--- config.mk ---
export PLATFORM = sky130hd
export DESIGN_NAME = ysyx_22040175_ifu_flat
export DESIGN_NICKNAME = d
export VERILOG_FILES = /design/src/rtl/ysyx_22040175_ifu_pkg.sv /design/src/rtl/ysyx_22040175_ifu_if.sv /design/src/rtl/ysyx_22040175_ifu_fifo.sv /design/src/rtl/ysyx_22040175_ifu.sv /design/src/flat_wrapper.sv
export SDC_FILE = /design/constraint.sdc
export NUM_CORES = 1
export LEC_CHECK = 0
export ABC_AREA = 0
export ABC_CLOCK_PERIOD_IN_PS = 11900
export CAP_MARGIN = 5
export CORE_ASPECT_RATIO = 0.5
export CORE_MARGIN = 2
export CORE_UTILIZATION = 45
export DETAILED_ROUTE_END_ITERATION = 16
export PLACE_DENSITY = 0.66
export SLEW_MARGIN = 20
export SYNTH_ARGS = -nofsm -noshare
export SYNTH_HDL_FRONTEND = slang
export SYNTH_SLANG_ARGS = --single-unit
--- constraint.sdc ---
create_clock -name clk -period 11.9 [get_ports clk]
set_input_delay 2.38 -clock clk [delete_from_list [all_inputs] [get_ports clk]]
set_output_delay 2.38 -clock clk [all_outputs]
set_load 0.1 [all_outputs]
--- src/rtl/ysyx_22040175_ifu_pkg.sv ---
// Shared constants and types for the instruction fetch unit.
// The defaults here are what the ifu picks up when no parameters are overridden.
package ysyx_22040175_ifu_pkg;

    localparam int unsigned XLEN_DEFAULT     = 64;
    localparam int unsigned DEPTH_DEFAULT    = 4;
    localparam int unsigned INST_WIDTH       = 32;
    localparam logic [63:0] RESET_PC_DEFAULT = 64'h8000_0000;

    typedef enum logic [1:0] {
        StRun    = 2'd0,
        StDrain  = 2'd1,
        StHalted = 2'd2
    } ifu_state_e;

endpackage

--- src/rtl/ysyx_22040175_ifu_if.sv ---
// Fetch-side bundle: memory request/response, decode output, redirect and halt control.
// The master modport is the ifu; the slave modport is memory, decode and execute together.
interface ysyx_22040175_ifu_if #(
    parameter int unsigned XLEN = 64
);
    import ysyx_22040175_ifu_pkg::*;

    logic                  mem_req_valid;
    logic                  mem_req_ready;
    logic [XLEN-1:0]       mem_req_addr;
    logic                  mem_resp_valid;
    logic [INST_WIDTH-1:0] mem_resp_data;
    logic                  inst_valid;
    logic                  inst_ready;
    logic [INST_WIDTH-1:0] inst;
    logic [XLEN-1:0]       inst_pc;
    logic                  redirect_valid;
    logic [XLEN-1:0]       redirect_pc;
    logic                  halt;
    logic                  halted;

    modport master (
        output mem_req_valid, mem_req_addr,
        input  mem_req_ready,
        input  mem_resp_valid, mem_resp_data,
        output inst_valid, inst, inst_pc,
        input  inst_ready,
        input  redirect_valid, redirect_pc,
        input  halt,
        output halted
    );

    modport slave (
        input  mem_req_valid, mem_req_addr,
        output mem_req_ready,
        output mem_resp_valid, mem_resp_data,
        input  inst_valid, inst, inst_pc,
        output inst_ready,
        output redirect_valid, redirect_pc,
        output halt,
        input  halted
    );

endinterface

--- src/rtl/ysyx_22040175_ifu_fifo.sv ---
// Instruction buffer holding fetched words with their PCs.
// Flush wins over push and pop; occupancy comes from the count, never from pointer compare.
module ysyx_22040175_ifu_fifo
    import ysyx_22040175_ifu_pkg::*;
#(
    parameter int unsigned XLEN  = XLEN_DEFAULT,
    parameter int unsigned DEPTH = DEPTH_DEFAULT
) (
    input  logic                   clk,
    input  logic                   rst,
    input  logic                   flush,
    input  logic                   push,
    input  logic [INST_WIDTH-1:0]  push_inst,
    input  logic [XLEN-1:0]        push_pc,
    input  logic                   pop,
    output logic [INST_WIDTH-1:0]  head_inst,
    output logic [XLEN-1:0]        head_pc,
    output logic [$clog2(DEPTH):0] count
);
    localparam int unsigned PtrW = $clog2(DEPTH);
    localparam logic [PtrW:0] Full = (PtrW + 1)'(DEPTH);

    typedef struct packed {
        logic [INST_WIDTH-1:0] inst;
        logic [XLEN-1:0]       pc;
    } entry_t;

    entry_t          mem_q [DEPTH];
    logic [PtrW-1:0] wr_ptr_q, rd_ptr_q;
    logic [PtrW:0]   count_q, count_d;
    logic            do_push, do_pop;

    assign do_push = push && !flush && (count_q != Full);
    assign do_pop  = pop && !flush && (count_q != '0);

    always_comb begin
        count_d = count_q + (PtrW + 1)'(do_push) - (PtrW + 1)'(do_pop);
        if (flush) begin
            count_d = '0;
        end
    end

    always_ff @(posedge clk or posedge rst) begin
        if (rst) begin
            wr_ptr_q <= '0;
            rd_ptr_q <= '0;
            count_q  <= '0;
        end else begin
            count_q <= count_d;
            if (flush) begin
                wr_ptr_q <= '0;
                rd_ptr_q <= '0;
            end else begin
                if (do_push) begin
                    wr_ptr_q <= wr_ptr_q + 1'b1;
                end
                if (do_pop) begin
                    rd_ptr_q <= rd_ptr_q + 1'b1;
                end
            end
        end
    end

    // Storage needs no reset: entries are only visible while count is non-zero.
    always_ff @(posedge clk) begin
        if (do_push) begin
            mem_q[wr_ptr_q] <= '{inst: push_inst, pc: push_pc};
        end
    end

    assign head_inst = mem_q[rd_ptr_q].inst;
    assign head_pc   = mem_q[rd_ptr_q].pc;
    assign count     = count_q;

endmodule

--- src/rtl/ysyx_22040175_ifu.sv ---
// Decoupled instruction fetch: credit-limited requests, in-order responses, redirect flush
// with stale-response dropping, and a run/drain/halted stop sequence for ebreak.
module ysyx_22040175_ifu
    import ysyx_22040175_ifu_pkg::*;
#(
    parameter int unsigned XLEN     = XLEN_DEFAULT,
    parameter logic [63:0] RESET_PC = RESET_PC_DEFAULT,
    parameter int unsigned DEPTH    = DEPTH_DEFAULT
) (
    input logic                 clk,
    input logic                 rst,
    ysyx_22040175_ifu_if.master bus
);
    localparam int unsigned     CntW    = $clog2(DEPTH) + 1;
    localparam logic [XLEN-1:0] ResetPc = RESET_PC[XLEN-1:0];
    localparam logic [CntW:0]   Credits = (CntW + 1)'(DEPTH);

    ifu_state_e            state_q;
    logic                  halted_q;
    logic [XLEN-1:0]       fetch_pc_q, fetch_pc_d;
    logic [XLEN-1:0]       resp_pc_q, resp_pc_d;
    logic [XLEN-1:0]       redirect_target;
    logic [CntW-1:0]       outstanding_q, outstanding_d;
    logic [CntW-1:0]       drop_q, drop_d;
    logic [CntW-1:0]       count;
    logic                  req_valid, req_fire, resp_push, inst_pop, buf_valid;
    logic [INST_WIDTH-1:0] head_inst;
    logic [XLEN-1:0]       head_pc;

    assign redirect_target = bus.redirect_pc & ~XLEN'(3);

    // Credits cover both buffered entries and in-flight responses, so a response never overflows.
    assign req_valid = !rst && (state_q == StRun) && !bus.redirect_valid &&
                       (({1'b0, outstanding_q} + {1'b0, count}) < Credits);
    assign req_fire  = req_valid && bus.mem_req_ready;
    assign resp_push = bus.mem_resp_valid && !bus.redirect_valid && (drop_q == '0);
    assign buf_valid = (count != '0);
    assign inst_pop  = buf_valid && bus.inst_ready;

    always_comb begin
        outstanding_d = outstanding_q + CntW'(req_fire) - CntW'(bus.mem_resp_valid);

        drop_d = drop_q;
        if (bus.redirect_valid) begin
            drop_d = outstanding_q - CntW'(bus.mem_resp_valid);
        end else if (bus.mem_resp_valid && (drop_q != '0)) begin
            drop_d = drop_q - CntW'(1);
        end

        fetch_pc_d = fetch_pc_q;
        if (bus.redirect_valid) begin
            fetch_pc_d = redirect_target;
        end else if (req_fire) begin
            fetch_pc_d = fetch_pc_q + XLEN'(4);
        end

        // Requests between redirects are sequential, so the next kept response PC is a counter.
        resp_pc_d = resp_pc_q;
        if (bus.redirect_valid) begin
            resp_pc_d = redirect_target;
        end else if (resp_push) begin
            resp_pc_d = resp_pc_q + XLEN'(4);
        end
    end

    always_ff @(posedge clk or posedge rst) begin
        if (rst) begin
            fetch_pc_q    <= ResetPc;
            resp_pc_q     <= ResetPc;
            outstanding_q <= '0;
            drop_q        <= '0;
        end else begin
            fetch_pc_q    <= fetch_pc_d;
            resp_pc_q     <= resp_pc_d;
            outstanding_q <= outstanding_d;
            drop_q        <= drop_d;
        end
    end

    always_ff @(posedge clk or posedge rst) begin
        if (rst) begin
            state_q  <= StRun;
            halted_q <= 1'b0;
        end else begin
            unique case (state_q)
                StRun: begin
                    if (bus.halt) begin
                        state_q <= StDrain;
                    end
                end
                StDrain: begin
                    if (bus.redirect_valid && !bus.halt) begin
                        state_q <= StRun;
                    end else if (outstanding_d == '0) begin
                        state_q  <= StHalted;
                        halted_q <= 1'b1;
                    end
                end
                StHalted: begin
                    if (bus.redirect_valid && !bus.halt) begin
                        state_q  <= StRun;
                        halted_q <= 1'b0;
                    end
                end
                default: begin
                    state_q  <= StRun;
                    halted_q <= 1'b0;
                end
            endcase
        end
    end

    ysyx_22040175_ifu_fifo #(
        .XLEN  (XLEN),
        .DEPTH (DEPTH)
    ) u_fifo (
        .clk       (clk),
        .rst       (rst),
        .flush     (bus.redirect_valid),
        .push      (resp_push),
        .push_inst (bus.mem_resp_data),
        .push_pc   (resp_pc_q),
        .pop       (inst_pop),
        .head_inst (head_inst),
        .head_pc   (head_pc),
        .count     (count)
    );

    assign bus.mem_req_valid = req_valid;
    assign bus.mem_req_addr  = fetch_pc_q;
    assign bus.inst_valid    = buf_valid;
    assign bus.inst          = buf_valid ? head_inst : '0;
    assign bus.inst_pc       = buf_valid ? head_pc : '0;
    assign bus.halted        = halted_q;

endmodule
--- src/flat_wrapper.sv ---
// flat-port wrapper written by rule: the top's interface ports become plain ports
module ysyx_22040175_ifu_flat import ysyx_22040175_ifu_pkg::*;
#(
    parameter int unsigned XLEN     = XLEN_DEFAULT,
    parameter logic [63:0] RESET_PC = RESET_PC_DEFAULT,
    parameter int unsigned DEPTH    = DEPTH_DEFAULT
)
  (clk, rst, bus_mem_req_valid, bus_mem_req_addr, bus_mem_req_ready, bus_mem_resp_valid, bus_mem_resp_data, bus_inst_valid, bus_inst, bus_inst_pc, bus_inst_ready, bus_redirect_valid, bus_redirect_pc, bus_halt, bus_halted);
  ysyx_22040175_ifu_if #(.XLEN(XLEN)) bus_i ();
  input logic clk;
  input logic rst;
  output wire logic [$bits(bus_i.mem_req_valid)-1:0] bus_mem_req_valid;
  output wire logic [$bits(bus_i.mem_req_addr)-1:0] bus_mem_req_addr;
  input wire logic [$bits(bus_i.mem_req_ready)-1:0] bus_mem_req_ready;
  input wire logic [$bits(bus_i.mem_resp_valid)-1:0] bus_mem_resp_valid;
  input wire logic [$bits(bus_i.mem_resp_data)-1:0] bus_mem_resp_data;
  output wire logic [$bits(bus_i.inst_valid)-1:0] bus_inst_valid;
  output wire logic [$bits(bus_i.inst)-1:0] bus_inst;
  output wire logic [$bits(bus_i.inst_pc)-1:0] bus_inst_pc;
  input wire logic [$bits(bus_i.inst_ready)-1:0] bus_inst_ready;
  input wire logic [$bits(bus_i.redirect_valid)-1:0] bus_redirect_valid;
  input wire logic [$bits(bus_i.redirect_pc)-1:0] bus_redirect_pc;
  input wire logic [$bits(bus_i.halt)-1:0] bus_halt;
  output wire logic [$bits(bus_i.halted)-1:0] bus_halted;
  assign bus_mem_req_valid = bus_i.mem_req_valid;
  assign bus_mem_req_addr = bus_i.mem_req_addr;
  assign bus_i.mem_req_ready = bus_mem_req_ready;
  assign bus_i.mem_resp_valid = bus_mem_resp_valid;
  assign bus_i.mem_resp_data = bus_mem_resp_data;
  assign bus_inst_valid = bus_i.inst_valid;
  assign bus_inst = bus_i.inst;
  assign bus_inst_pc = bus_i.inst_pc;
  assign bus_i.inst_ready = bus_inst_ready;
  assign bus_i.redirect_valid = bus_redirect_valid;
  assign bus_i.redirect_pc = bus_redirect_pc;
  assign bus_i.halt = bus_halt;
  assign bus_halted = bus_i.halted;
  ysyx_22040175_ifu #(.XLEN(XLEN), .RESET_PC(RESET_PC), .DEPTH(DEPTH)) u_core (.clk(clk), .rst(rst), .bus(bus_i));
endmodule
# Word level (Yosys, flattened, before mapping)
# Memory sizes are Yosys's and may differ from the RTL's.
# Cells that the tools add are included.
[totals]
mem_bits_rw = 384
memories = 1
input_bits = 103
elab_cells = 83
ff_bits = 144
output_inout_bits = 163
[op_classes]
n_addsub = 11
n_eq_ne = 8
bitwise = 1
muxes = 24
n_reduce_logical = 28
magnitude_cmp = 1
[memory_table]
columns = ["name", "depth", "word_bits", "read_ports", "rd_clocked_by_memory_dff", "wr", "line", "rtl"]
rows = [
  ["u_core.u_fifo.mem_q", 4, 96, 1, 0, 1, "ysyx_22040175_ifu_fifo.sv:28", "entry_t mem_q [DEPTH];"],
]
[op_table]
columns = ["op", "n"]
rows = [
  ["64-bit 2-to-1 mux", 5],
  ["64-bit by 3-bit adder with 64-bit output (second input constant)", 2],
  ["32-bit 2-to-1 mux", 1],
  ["2-bit 2-to-1 mux", 8],
  ["1-bit logical AND", 13],
  ["2-bit nonzero test", 5],
  ["3-bit 2-to-1 mux", 3],
  ["3-bit by 1-bit subtractor with 3-bit output", 3],
  ["3-bit by 1-bit adder with 3-bit output", 2],
  ["3-bit logical NOT", 2],
  ["2-bit one-hot mux with 3 select lines", 1],
  ["3-bit nonzero test", 2],
  ["1-bit 2-to-1 mux", 5],
  ["2-bit by 1-bit adder with 2-bit output (second input constant)", 2],
  ["3-bit by 3-bit adder with 4-bit output", 1],
  ["4-bit by 3-bit less-than comparator with 1-bit output (second input constant)", 1],
  ["2-bit by 1-bit != test with 1-bit output (second input constant)", 2],
  ["2-bit != test (second input constant)", 2],
  ["4-bit AND reduction", 1],
  ["1-bit logical NOT", 3],
  ["3-bit by 1-bit != test with 1-bit output (second input constant)", 1],
  ["3-bit != test (second input constant)", 1],
  ["1-bit one-hot mux with 3 select lines", 1],
  ["3-bit AND reduction", 1],
  ["other kinds (5)", 5],
]

# Depth between registers and ports, before layout
[logic_depth]
ltp_word = 11
mapped_depth = 14
depth_no_buf = 12

# By module
# Synthesis repeated with hierarchy kept, for this count alone.
[unflattened]
hier_cells = 1602
hier_area_um2 = 23166.0
[modules_own_cells]
columns = ["module", "cells_each", "area_each_um2", "seq_area_each_um2", "instances"]
rows = [
  ["ysyx_22040175_ifu_fifo", 546, 14285.0, 11706.2, 1],
  ["ysyx_22040175_ifu", 1056, 8881.0, 3330.7, 1],
]

# Worst setup path before layout
# OpenSTA, ideal clock, no wires.
[synth_timing]
kind = "in2out"
startpoint = "input port bus_redirect_valid"
endpoint = "output port bus_mem_req_valid"
t_required_ns = 9.520
arrival_time_ns = 4.975
stages = 3
slack_ns = 4.545
cell_sequence = "clkbuf_1 -> or3_1 -> nor3_1"
[synth_between]
elab_chain_cells = 3
[synth_lines]
columns = ["item", "line", "rtl"]
rows = [
  ["start: declaration", "flat_wrapper.sv:21", "input wire logic [$bits(bus_i.redirect_valid)-1:0] bus_redirect_valid;"],
  ["1-bit logical NOT", "ysyx_22040175_ifu.sv:33", "assign req_valid = !rst && (state_q == StRun) && !bus.redirect_valid &&"],
  ["1-bit logical AND (2 in series)", "ysyx_22040175_ifu.sv:33", ""],
  ["end: declaration", "flat_wrapper.sv:12", "output wire logic [$bits(bus_i.mem_req_valid)-1:0] bus_mem_req_valid;"],
]
# Every way passes these cells.

# Worst setup path in the final report
[layout_timing]
startpoint = "input port rst"
endpoint = "output port bus_mem_req_valid"
[layout_between]
elab_chain_cells = 4
[layout_lines]
columns = ["item", "line", "rtl"]
rows = [
  ["start: declaration", "flat_wrapper.sv:11", "input logic rst;"],
  ["1-bit logical NOT", "ysyx_22040175_ifu.sv:33", ""],
  ["1-bit logical AND (3 in series)", "ysyx_22040175_ifu.sv:33", ""],
]
# Every way passes these cells.

==> summary.log <==
INFO  timing         max-slew-margin-rel=29.16%
INFO  grt            grt_first_pass_wirelength=87170um
INFO  routing        totalWireLength=57360um
INFO  synth          synth_top_family_by_area=simple AND/OR/NAND/NOR gates
INFO  grt            grt_max_degree=98
INFO  synth          synthSimpleGateAreaFrac=14.61%
INFO  floorplanning  floorplan.initialDensity=45.59%
INFO  power          peakVddDrop=0.0002921V
INFO  clocking       tritoncts_num_sinks=516
INFO  synth          seq_area_frac_synth=64.63%
INFO  cells_and_area finalNetCount=1969
INFO  timing         finalCriticalPeriod=6.956ns
INFO  place          routabilityCongestion=0.8665
INFO  clocking       hold_buffers_post_cts=0
INFO  grt            grt_usage=21.75%
INFO  cells_and_area fill_cells=4118
INFO  power          p_sw=3.021mW
INFO  cells_and_area design_area=27870squm
INFO  worst_setup_path ff2ff_setup_slack=7.97ns
INFO  routing        drt.antenna.violating_nets=0
INFO  clocking       post_cts_buffers=0
INFO  floorplanning  floorplan.die.width=323.0um
INFO  synth          post_synth_edffs=376
INFO  clocking       worstSkewPairLatency=0.58ns
INFO  cells_and_area post_layout_nonfiller_instances=2578
INFO  grt            globalRouteMet1Util=31.48%
INFO  floorplanning  die_height=163.5um
INFO  place          placedCellCount=2488
INFO  worst_setup_path critical_path.endpoint_type=output port
INFO  grt            globalRouteMet2Util=34.42%
INFO  place          dp_hpwl=37610um
INFO  status         outcome=completed
INFO  floorplanning  io_pins=266
INFO  timing         clock_skew=0.02428ns
INFO  power          intPower=3.803mW
INFO  synth          postSynthAreaPerCell=14.25squm
INFO  place          port-buffer-count=259
INFO  timing         grt_setup_unrepaired=false
INFO  worst_setup_path launching_element_type_of_the_critical_path=input port
INFO  synth          post_synth_num_cell_types=66
INFO  cells_and_area final_core_utilization=55.50%
INFO  worst_setup_path crit_path_max_fanout=2
INFO  routing        drt-pass1-iter-count=5
INFO  routing        drt-wirelength-per-cell=22.25um
INFO  place          placed_instance_area=26160squm
INFO  cells_and_area syn2layout_area_growth=21.74%
INFO  timing         count_of_final_setup_violators=0
INFO  routing        vias=14900
INFO  clocking       ctsHtreeMaxLevel=2
INFO  clocking       cts_buffer_depth=3
INFO  synth          synth_compound_gate_area_share=4.968%
INFO  cells_and_area share_of_final_layout_standard_cells_stronger_than_drive_strength_1=12.10%
INFO  grt            grt_pass1_vias=14320
INFO  power          total_power_divided_by_cell_area=244.9nW/um^2
INFO  timing         final_min_period_over_clock_period=58.46%
INFO  timing         clock.fmax=143.8MHz
INFO  cells_and_area multi_input_area=7642squm
INFO  synth          post_synthesis_mux_area_share=10.62%
INFO  floorplanning  row_count=58
INFO  synth          synth-async-reset-ratio=27.13%
INFO  clocking       tritoncts=built
INFO  timing         hold_viol_final=0
INFO  power          power.share.clock=24.2%
INFO  power          leakage_power_of_the_design=9.431nW
INFO  clocking       cts_repair_resize_count=0
INFO  timing         fin_tns_setup=0ns
INFO  power          power.switching_fraction=44.27%
INFO  clocking       cts_made_buffers=47
INFO  routing        detail_route.drc_violations=0
INFO  synth          synth_fa_ha_area_share=1.049%
INFO  power          power.combinational.fraction=42.8%
INFO  worst_setup_path signal_arrival_time_at_the_worst_endpoint=4.58ns
INFO  power          power_frac_seq=32.9%
INFO  routing        route.detailed.vias_per_inst=5.779
INFO  synth          ys_dominant_reg_cell=edfxtp_1
INFO  worst_setup_path setup.worst_path.class=in2out
INFO  grt            globalRoute.totalOverflow=0
INFO  run            max_capacitance_violation_count=0
INFO  grt            busiest_layer=met2
INFO  timing         worst_slew_pin_slew=1.059ns
INFO  clocking       cts.clk_slew.worst_paths=0.06ns
INFO  synth          synth.cell_area=22890squm
INFO  worst_setup_path cp_data_required_time=9.52ns
INFO  synth          synth.ff_latch_count=516
INFO  floorplanning  coreArea=50220squm
INFO  routing        detailedRoute.firstIterationViolations=1598
INFO  worst_hold_path hp-class=reg2reg
INFO  grt            antenna_found_initial=4
INFO  grt            grt_util_met3=3.856%
INFO  synth          post_synth_inst_count=1607
INFO  timing         drv_slew=0
INFO  floorplanning  total_die_area=52800squm
INFO  synth          synth_warnings=0
INFO  clocking       ctsRootBufferMaster=clkbuf_16
INFO  cells_and_area area_taken_by_flip_flops_and_latches=14800squm
INFO  synth          synth_xor_xnor_area_share=1.989%
critical path, stage by stage:
cell and delay (ns):
clkdlybuf4s50_1 0.48, or3_1 0.35, nor3_1 0.19, clkdlybuf4s50_1 1.17
area by class of cell:
cell class / instances / share of cell area, %
Inverter: 35 / 0.4894
Tap cell: 690 / 3.098
Clock inverter: 30 / 1.517
Antenna cell: 3 / 0.02694
Clock buffer: 56 / 4.530
Multi-Input combinational cell: 972 / 27.42
Sequential cell: 516 / 53.12
Timing Repair Buffer: 276 / 9.796
cell usage in the layout, fill, tap and decap left out, types with 27 or more instances in the layout:
cell,synthesis,routed
a31oi_1,30,30
and2_1,121,117
clkbuf_16,0,49
clkdlybuf4s50_1,0,258
dfrtp_1,138,136
edfxtp_1,376,376
inv_1,35,33
mux4_2,94,94
nand2_1,111,111
nand3_1,77,77
nand4_1,76,76
nor2_1,64,64
o211ai_1,28,28
o21ai_0,55,55
or4_1,27,27
xor2_1,32,32
registers in the layout (all words and copies together), names as in the netlist, 3 cells and up:
signal,cells
u_core.bus.mem_req_addr,62
u_core.u_fifo.count,3
u_core.outstanding_q,3
u_core.u_fifo.mem_q,376
u_core.resp_pc_q,62
u_core.drop_q,3
cells by family (layout without fill, tap and decap cells):
| group | Yosys count | in the layout |
|---|---|---|
| AND/OR/NAND/NOR | 603 | 603 |
| flip-flops | 516 | 516 |
| AO/OA/AOI/OAI | 171 | 171 |
| multiplexers | 124 | 124 |
| buffers and inverters | 122 | 397 |
| XOR/XNOR | 52 | 52 |
| adder cells (fa/ha/maj) | 18 | 18 |
| other | 1 | 7 |
stage by stage:
stage	setup slack (ns)	power, mW	hold WS (ns)
CTS	4.933	6.891	0.5403
floorplan	4.545	4.504	0.4649
detailed placement	4.932	5.240	0.5308
global route	4.813	7.074	0.5633
global placement	4.943	5.228	0.5161
finish	4.944	6.824	0.5283
synth_stat cells (5+ instances only):
library cell / number / share of area [%]
nand3_1: 77 / 1.7
or3_1: 24 / 0.66
edfxtp_1: 376 / 49
nor2b_1: 5 / 0.14
o311ai_1: 5 / 0.19
nor4_1: 23 / 0.63
clkbuf_1: 65 / 1.1
xor2_1: 32 / 1.2
a22oi_1: 6 / 0.20
dfrtp_1: 138 / 15
ha_1: 16 / 0.87
xnor2_1: 20 / 0.77
and4_1: 7 / 0.27
o31ai_1: 6 / 0.20
a31oi_1: 30 / 0.82
o311ai_0: 9 / 0.34
inv_1: 35 / 0.57
nor3_1: 18 / 0.39
nand4_1: 76 / 2.1
mux4_2: 94 / 9.2
nor2_1: 64 / 1.0
buf_1: 15 / 0.25
and2_1: 121 / 3.3
nand2_1: 111 / 1.8
and3_1: 22 / 0.60
or4_1: 27 / 0.89
a21oi_1: 9 / 0.20
o211ai_1: 28 / 0.92
or2_2: 5 / 0.14
o21ai_0: 55 / 1.2
mux2_2: 12 / 0.59
mux2i_1: 18 / 0.79
metal layers:
metal	vias up	share of wire (%)
met1	7620	44
met4	0	1.9
met2	455	47
li1	6733	-
met3	90	6.7
met5	-	0
power groups by stage:
stage / sequential (mW) / combinational, mW / clock (mW)
2_1_floorplan: 2.38 / 2.12 / 0
3_3_place_gp: 2.28 / 2.95 / 0
3_5_place_dp: 2.29 / 2.95 / 0
4_1_cts: 2.25 / 2.96 / 1.68
5_1_grt: 2.27 / 3.04 / 1.76
6_report: 2.25 / 2.92 / 1.65
path summary, 6_finish.rpt:
kind / from / to / cells after the start
min in group asynchronous: rst / u_core.bus.mem_req_addr[11]$_DFFE_PP0N_ / 2
max: rst / bus_mem_req_valid / 4
max in group asynchronous: rst / u_core.u_fifo.rd_ptr_q[1]$_DFFE_PP0P_ / 3
min reg2reg: u_core.bus.mem_req_addr[22]$_DFFE_PP0N_ / u_core.bus.mem_req_addr[22]$_DFFE_PP0N_ / 1
max reg2reg: u_core.u_fifo.count[2]$_DFF_PP0_ / u_core.bus.halted$_DFFE_PP0P_ / 12
min: u_core.bus.mem_req_addr[22]$_DFFE_PP0N_ / u_core.bus.mem_req_addr[22]$_DFFE_PP0N_ / 1
Power figures use the tool's default switching activity.
